## src/rtl/min_sec_counter_if.sv

```systemverilog
// Button levels in, minutes:seconds and status flags out, for min_sec_counter.
interface min_sec_counter_if;
  logic       btn_start;
  logic       btn_clear;
  logic       btn_inc_min;
  logic       dir;
  logic [5:0] cnt_min;
  logic [5:0] cnt_sec;
  logic       running;
  logic       rollover;
  logic       expired;

  modport master (
    output btn_start, btn_clear, btn_inc_min, dir,
    input  cnt_min, cnt_sec, running, rollover, expired
  );

  modport slave (
    input  btn_start, btn_clear, btn_inc_min, dir,
    output cnt_min, cnt_sec, running, rollover, expired
  );
endinterface

```

## src/rtl/min_sec_counter.sv

```systemverilog
// Stopwatch/timer minutes:seconds counter with 1 Hz prescaler and button control.
// Define MIN_SEC_COUNTER_COUNTDOWN_EN to add down-counting with the expired pulse.
//
// state   | meaning
// --------+------------------------------------------------------------
// S_IDLE  | counts held, prescaler held at 0
// S_RUN   | prescaler advances, each tick updates the count
// S_PAUSE | counts held, prescaler keeps its partial second
module min_sec_counter #(
  parameter int TICK_DIV = 50_000_000
) (
  input  logic              clk,
  input  logic              rst_n,
  min_sec_counter_if.slave  bus
);
  localparam int PW = (TICK_DIV > 1) ? $clog2(TICK_DIV) : 1;
  localparam logic [PW-1:0] PRESC_LAST = PW'(TICK_DIV - 1);

  typedef enum logic [1:0] {S_IDLE, S_RUN, S_PAUSE} state_t;

  state_t        state_q, state_d;
  logic [PW-1:0] presc_q, presc_d;
  logic [5:0]    min_q, min_d;
  logic [5:0]    sec_q, sec_d;
  logic          running_q, running_d;
  logic          rollover_q, rollover_d;
  // Button bit order: {inc_min, clear, start}
  logic [2:0]    sync1_q, sync2_q, prev_q;
  logic [2:0]    btn_raw, btn_evt;
  logic          ev_start, ev_clear, ev_inc, tick, start_ok;

  assign btn_raw  = {bus.btn_inc_min, bus.btn_clear, bus.btn_start};
  assign btn_evt  = sync2_q & ~prev_q;
  assign ev_start = btn_evt[0];
  assign ev_clear = btn_evt[1];
  assign ev_inc   = btn_evt[2];
  assign tick     = (state_q == S_RUN) && (presc_q == PRESC_LAST);

`ifdef MIN_SEC_COUNTER_COUNTDOWN_EN
  logic down_q, down_d;
  logic expired_q, expired_d;

  // A down-count from 00:00 would underflow, so such a start is refused.
  assign start_ok    = !(bus.dir && (min_q == 6'd0) && (sec_q == 6'd0));
  assign bus.expired = expired_q;
`else
  logic unused_dir;

  assign unused_dir  = bus.dir;
  assign start_ok    = 1'b1;
  assign bus.expired = 1'b0;
`endif

  always_comb begin
    state_d    = state_q;
    presc_d    = presc_q;
    min_d      = min_q;
    sec_d      = sec_q;
    rollover_d = 1'b0;
`ifdef MIN_SEC_COUNTER_COUNTDOWN_EN
    down_d     = down_q;
    expired_d  = 1'b0;
`endif
    if (ev_clear) begin
      state_d = S_IDLE;
      presc_d = '0;
      min_d   = 6'd0;
      sec_d   = 6'd0;
    end else if (ev_start) begin
      // A start that lands on a tick edge swallows the tick.
      if (state_q == S_RUN) begin
        state_d = S_PAUSE;
      end else if (start_ok) begin
        state_d = S_RUN;
`ifdef MIN_SEC_COUNTER_COUNTDOWN_EN
        down_d  = bus.dir;
`endif
      end
    end else if (ev_inc && (state_q != S_RUN)) begin
      min_d = (min_q == 6'd59) ? 6'd0 : min_q + 6'd1;
    end else if (state_q == S_RUN) begin
      presc_d = (presc_q == PRESC_LAST) ? '0 : presc_q + 1'b1;
      if (tick) begin
`ifdef MIN_SEC_COUNTER_COUNTDOWN_EN
        if (down_q) begin
          if (sec_q == 6'd0) begin
            sec_d = 6'd59;
            min_d = min_q - 6'd1;
          end else begin
            sec_d = sec_q - 6'd1;
          end
          if ((min_q == 6'd0) && (sec_q == 6'd1)) begin
            expired_d = 1'b1;
            state_d   = S_IDLE;
          end
        end else
`endif
        begin
          if (sec_q == 6'd59) begin
            sec_d = 6'd0;
            if (min_q == 6'd59) begin
              min_d      = 6'd0;
              rollover_d = 1'b1;
            end else begin
              min_d = min_q + 6'd1;
            end
          end else begin
            sec_d = sec_q + 6'd1;
          end
        end
      end
    end
    running_d = (state_d == S_RUN);
  end

  always_ff @(posedge clk or negedge rst_n) begin
    if (!rst_n) begin
      sync1_q    <= '0;
      sync2_q    <= '0;
      prev_q     <= '0;
      state_q    <= S_IDLE;
      presc_q    <= '0;
      min_q      <= 6'd0;
      sec_q      <= 6'd0;
      running_q  <= 1'b0;
      rollover_q <= 1'b0;
`ifdef MIN_SEC_COUNTER_COUNTDOWN_EN
      down_q     <= 1'b0;
      expired_q  <= 1'b0;
`endif
    end else begin
      sync1_q    <= btn_raw;
      sync2_q    <= sync1_q;
      prev_q     <= sync2_q;
      state_q    <= state_d;
      presc_q    <= presc_d;
      min_q      <= min_d;
      sec_q      <= sec_d;
      running_q  <= running_d;
      rollover_q <= rollover_d;
`ifdef MIN_SEC_COUNTER_COUNTDOWN_EN
      down_q     <= down_d;
      expired_q  <= expired_d;
`endif
    end
  end

  assign bus.cnt_min  = min_q;
  assign bus.cnt_sec  = sec_q;
  assign bus.running  = running_q;
  assign bus.rollover = rollover_q;
endmodule

```

## src/flat_wrapper.sv

```systemverilog
// flat-port wrapper written by rule: the top's interface ports become plain ports
module min_sec_counter_flat 
#(
  parameter int TICK_DIV = 50_000_000
)
  (clk, rst_n, bus_btn_start, bus_btn_clear, bus_btn_inc_min, bus_dir, bus_cnt_min, bus_cnt_sec, bus_running, bus_rollover, bus_expired);
  min_sec_counter_if bus_i ();
  input  logic clk;
  input  logic rst_n;
  input wire logic [$bits(bus_i.btn_start)-1:0] bus_btn_start;
  input wire logic [$bits(bus_i.btn_clear)-1:0] bus_btn_clear;
  input wire logic [$bits(bus_i.btn_inc_min)-1:0] bus_btn_inc_min;
  input wire logic [$bits(bus_i.dir)-1:0] bus_dir;
  output wire logic [$bits(bus_i.cnt_min)-1:0] bus_cnt_min;
  output wire logic [$bits(bus_i.cnt_sec)-1:0] bus_cnt_sec;
  output wire logic [$bits(bus_i.running)-1:0] bus_running;
  output wire logic [$bits(bus_i.rollover)-1:0] bus_rollover;
  output wire logic [$bits(bus_i.expired)-1:0] bus_expired;
  assign bus_i.btn_start = bus_btn_start;
  assign bus_i.btn_clear = bus_btn_clear;
  assign bus_i.btn_inc_min = bus_btn_inc_min;
  assign bus_i.dir = bus_dir;
  assign bus_cnt_min = bus_i.cnt_min;
  assign bus_cnt_sec = bus_i.cnt_sec;
  assign bus_running = bus_i.running;
  assign bus_rollover = bus_i.rollover;
  assign bus_expired = bus_i.expired;
  min_sec_counter #(.TICK_DIV(TICK_DIV)) u_core (.clk(clk), .rst_n(rst_n), .bus(bus_i));
endmodule
```

## config.mk

```make
export PLATFORM = sky130hd
export DESIGN_NAME = min_sec_counter_flat
export DESIGN_NICKNAME = d
export VERILOG_FILES = /design/src/rtl/min_sec_counter_if.sv /design/src/rtl/min_sec_counter.sv /design/src/flat_wrapper.sv
export SDC_FILE = /design/constraint.sdc
export NUM_CORES = 1
export LEC_CHECK = 0
export CAP_MARGIN = 15
export CORE_ASPECT_RATIO = 1.4
export CORE_UTILIZATION = 50
export CTS_CLUSTER_DIAMETER = 100
export DETAILED_ROUTE_END_ITERATION = 7
export GPL_ROUTABILITY_DRIVEN = 1
export PLACE_DENSITY_LB_ADDON = 0.1
export SETUP_SLACK_MARGIN = 0.02
export SYNTH_ARGS = -nofsm -noshare
export SYNTH_HDL_FRONTEND = slang
export SYNTH_SLANG_ARGS = --single-unit
```

## constraint.sdc

```tcl
create_clock -name clk -period 2.7 [get_ports clk]
set_input_delay 0.54 -clock clk [delete_from_list [all_inputs] [get_ports clk]]
set_output_delay 0.54 -clock clk [all_outputs]
set_load 0.005 [all_outputs]
```

-- Yosys cells after proc, flatten, opt, wreduce, memory -nomap -nowiden
Cells that the tools add are included.
- muxes and demuxes: 28
- bitwise logic cells: 2
- reductions and logical operators: 10
- add/sub/neg operators: 3
- equality and inequality tests: 8
- operators by type and width (kind ; number):
    $mux W26 ; 5
    $mux W6 ; 13
    $add A26 B1 Y26 const B ; 1
    $eq A26 B26 Y1 const B ; 1
    $add A6 B1 Y6 const B ; 2
    $eq A6 B6 Y1 const B ; 2
    $reduce_bool A3 Y1 ; 3
    $reduce_and A4 Y1 ; 2
    $mux W1 ; 7
    $mux W2 ; 3
    $ne A2 B1 Y1 const B ; 3
    $eq A2 B1 Y1 const B ; 2
    $reduce_bool A2 Y1 ; 2
    $and A3 B3 Y3 ; 1
    $not A3 Y3 ; 1
    $reduce_and A3 Y1 ; 1
    $logic_and A1 B1 Y1 ; 2
- bits in registers: 51
- output and inout port bits: 15
- word-level logic and storage cells: 60
- input bits: 6

-- Depth between registers and ports, before layout
- depth after elaboration: 8
- depth in mapped cells: 7
- gate-level depth less buffers: 6

-- Least setup slack after synthesis
No wires, ideal clock.
- path type: reg2reg
- start: register u_core.presc_q[0]
- end: register u_core.presc_q[18]
- setup time: 0.082 ns
- cell stages (with the launch flop): 8
- path buffers: 1
- arrival time: 1.823 ns
- data required time: 2.618 ns
- clock period less this slack: 1.905 ns
- slack: 0.795 ns
- cells stage by stage: dfrtp_1 > ha_1 > and3_1 > and4_4 > buf_6 > a211oi_2 > o21ai_0 > a31oi_1
- word-level cells in the longest chain between the ends: 6
- elaborated cells on any way between the ends: 7
- those cells by class: add/sub: 1; eq/ne: 1; mux: 5
- ends and longest elaborated chain (element ; RTL line ; source):
    start: declaration ; min_sec_counter.sv:22 ; logic [PW-1:0] presc_q, presc_d;
    start signal: assignment ; min_sec_counter.sv:136 ; presc_q <= presc_d;
    $add A26 B1 Y26 or $eq A26 B26 Y1 (tied branches) ; min_sec_counter.sv:82 ; presc_d = (presc_q == PRESC_LAST) ? '0 : presc_q + 1'b1;
    $mux W26 (*) ; min_sec_counter.sv:82 ;
    $mux W26 (*) ; min_sec_counter.sv:81 ; end else if (state_q == S_RUN) begin
    $mux W26 (*) ; min_sec_counter.sv:79 ; end else if (ev_inc && (state_q != S_RUN)) begin
    $mux W26 (*) ; min_sec_counter.sv:69 ; end else if (ev_start) begin
    $mux W26 (*) ; min_sec_counter.sv:64 ; if (ev_clear) begin
Every way passes the cells marked *; elsewhere a longest branch is shown, timed or not. The select of a mux whose other input is x is not followed.
A chain may end at the register's enable or synchronous reset.

-- Worst setup path after layout
Ends and elaborated chain as after synthesis.

==> impl_summary.txt <==
----------------------------------------------------
[Run status]
  Status ... finished, violations left
  Violated checks ... design-rule violations

[Power]
  Share of total power in combinational logic ... 0.150
  Fraction of power consumed by sequential logic ... 0.556
  Leakage dissipation ... 1.26 nW
  Total net switching power ... 420 uW
  Clock share of power ... 0.294
  Switching share of power ... 0.273
  Internal power summed over all cells ... 1.12 mW
  Pwr dens ... 507 nW/um^2
  Largest vdd supply drop ... 0.000278 V

[Drt]
  Count of unresolved DRC violations after routing ... 2
  Wirelength per Cell ... 16.0 um
  Number of vias per cell ... 5.98
  Routed via count ... 2153
  Antenna violation net count after detailed routing ... 0
  1st-pass router iterations ... 6
  Count of routing violations after the opening detailed-route iteration ... 127
  Final WL ... 5750 um

[Synth]
  Fraction of registers with async set or reset after synthesis ... 1.00
  Dominant synthesized flop cell ... dfrtp_1
  Proportion of synthesized chip area in sequential cells ... 0.479
  Synthesis warning total ... 0
  Instance count of the mapped netlist ... 267
  Post-synthesis average cell area ... 9.97 um^2
  Combined area of all synthesized cells ... 2660 um^2
  Distinct cells, synth ... 58
  Net count after synthesis ... 276
  Number of synthesized flops with an enable pin ... 0
  Seq cells post-synth ... 51

[Critical path]
  Worst setup slack for register-to-register paths ... 0.51 ns
  Largest fanout on the critical path ... 10
  Launch point of the worst path ... u_core.presc_q[0]
  Critical-path cell list ... ha_1 -> and3_1 -> and4_4 -> a211oi_2 -> o21ai_0 -> a31oi_1
  Worst path required time ... 2.92 ns
  Type of element capturing the critical path ... register
  Depth of the most critical reg-to-reg path ... 6
  Worst stage delay on the critical path ... 0.57 ns
  Critical path class ... reg -> reg
  Launching element type of the critical path ... register
  Launch point of the worst reg-to-reg path ... u_core.presc_q[0]
  Worst setup path end ... u_core.presc_q[18]
  Arrival time reported for the critical path endpoint ... 2.41 ns
  Library cell contributing the largest single delay on the critical path ... a211oi_2
  Reg2Reg Capture Point ... u_core.presc_q[18]

[Final layout]
  Most common cell after layout, fill and taps aside ... dfrtp_1
  Final design utilization ... 0.588
  Fraction of layout instances using a drive strength above 1 ... 0.112
  Layout overhead on the synthesized area ... 13.9%
  Highest-count cells in the layout ignoring fill and taps ... dfrtp_1 (51), nand2_1 (28), nor2_1 (19), nand3_1 (17), clkdlybuf4s50_1 (17)
  Diodes inserted ... 0
  Number of nets in the final layout ... 303

[Hold path]
  Type of the tightest min-delay check ... in -> async

[Clock network]
  Number of hold buffers added after cts ... 0
  TritonCTS Buffers ... 5
  Clock tree buffer depth ... 2
  TritonCTS clock tree ... yes
  Post-CTS clock slew at the launch and capture registers of the worst setup and hold paths ... 0.09 ns
  Number of buffers inserted by post-CTS setup repair ... 0
  CTS Sinks ... 51
  Root cell of the clock tree ... clkbuf_8
  Post-cts resize count ... 0
  Clock latency at the later pin of the worst-skew pair ... 0.30 ns
  H-tree depth ... 2

[Floorplanning]
  Top Ports ... 21
  Starting Density ... 0.516
  Die boundary width ... 63.7 um
  Floorplan row count ... 31
  Die Ht ... 88.3 um
  Total core area ... 5160 um^2
  Die outline area ... 5630 um^2

[Timing]
  Minimum period implied by the final worst setup slack ... 2.19 ns
  Final Hold Viols ... 0
  Unrepaired setup endpoints after global routing ... false
  Post-Route Setup TNS ... 0 ns
  Number of endpoints failing setup at the final stage ... 0
  Tightest slew margin relative to the limit ... 0.458
  Final WS setup ... 0.510 ns
  Achievable frequency ... 457 MHz
  Count of pins over their slew limit ... 0
  Least-Margin Pin Slew ... 0.813 ns
  Worst clock skew on the final layout ... 0.00737 ns
  Final worst path period share ... 0.811

[Global route]
  Via count of the first global-routing pass ... 2055
  GRT overflow ... 0
  Total track usage ... 0.224
  Initial antenna violation count ... 0
  Pin count of the biggest net entering global routing ... 22
  Global-route wire length before repair ... 9840 um

[Place]
  Weighted congestion at the end of routability-driven global placement ... 0.827
  DPL Wire Length ... 4150 um
  Port bufs ... 18
  Place WS ... 0.536 ns

[Job]
  # Max-Cap Violations ... 0

----------------------------------------------------
## layout make-up
class	instances	area, um^2
fill	468	2130
multi-input combinational	205	1330
sequential	51	1280
timing repair buffer	28	250
clock buffer	6	82.6
tap	66	82.6
inverter	3	11.3
clock inverter	1	5.00
## cell usage after synthesis (4+ instances only)
library cell,n,area share
nand4_1,13,0.031
a21oi_1,15,0.028
a31oi_1,5,0.012
dfrtp_1,51,0.48
and3_1,9,0.021
nor2b_1,4,0.0094
nor2_1,19,0.027
nand3_1,17,0.032
o21ai_0,15,0.028
xor2_1,8,0.026
nand2_1,28,0.039
a21boi_0,4,0.011
and4_1,6,0.020
nor3_1,5,0.0094
## critical path, delay by kind of cell (launching register included)
kind	cells	cell delay, ns
AO/OA/AOI/OAI	3	0.98
flip-flops	1	0.42
AND/OR/NAND/NOR	2	0.43
adder cells (fa/ha/maj)	1	0.27
## flip-flops by register name (all words and copies together), names as in the netlist
signal,cells
u_core.state_q,2
u_core.sync1_q,3
u_core.bus.rollover,1
u_core.bus.cnt_sec,6
u_core.prev_q,3
u_core.bus.running,1
u_core.bus.cnt_min,6
u_core.sync2_q,3
u_core.presc_q,26
## cell families (layout without fill, tap and decap cells)
kind of cell | Yosys count | count (layout) | synth area share
and+or+nand+nor | 126 | 126 | 0.275
AOI/OAI and AO/OA | 60 | 60 | 0.156
DFF | 51 | 51 | 0.479
xor gates and xnor gates | 11 | 11 | 0.0362
buffers and inverters | 11 | 38 | 0.0230
muxes | 4 | 4 | 0.0155
adders and majority gates | 3 | 3 | 0.0141
other | 1 | 1 | 0.00141
## how the worst min path moves through the flow
| stage | slack, ns | cells past startpoint | startpoint | end |
|---|---|---|---|---|
| after floorplan | 0.24 | 0 | rst_n | u_core.bus.cnt_min[0] |
| after global placement | 0.33 | 0 | u_core.sync1_q[0] | u_core.sync2_q[0] |
| after detailed placement | 0.34 | 0 | u_core.sync1_q[0] | u_core.sync2_q[0] |
| after CTS | 0.11 | 1 | rst_n | u_core.bus.cnt_min[3] |
| after global routing | 0.11 | 1 | rst_n | u_core.bus.cnt_min[5] |
| final | 0.1 | 1 | rst_n | u_core.sync2_q[1] |
## routing by layer
metal | part of all wire | GRT usage
met5 | 0 | 0
met2 | 0.50 | 0.388
met4 | 0.020 | 0.0888
met3 | 0.019 | 0.0335
met1 | 0.46 | 0.279
## through the flow
step,instances,cell area (um^2),total power [mW],hold slack [ns]
2_1_floorplan,267,2660,0.981,0.244
3_3_place_gp,353,2950,1.10,0.334
3_5_place_dp,353,2950,1.10,0.337
4_1_cts,360,3030,1.54,0.107
5_1_grt,360,3030,1.61,0.112
6_report,360,3030,1.54,0.0969
## power by group through the flow
stage          clock [mW]  sequential [mW]  combinational (mW)
2_1_floorplan           0            0.863               0.118
3_3_place_gp            0            0.868               0.229
3_5_place_dp            0            0.870               0.232
4_1_cts             0.457            0.854               0.233
5_1_grt             0.488            0.862               0.261
6_report            0.452            0.854               0.230
(Power assumes the default switching activity.)
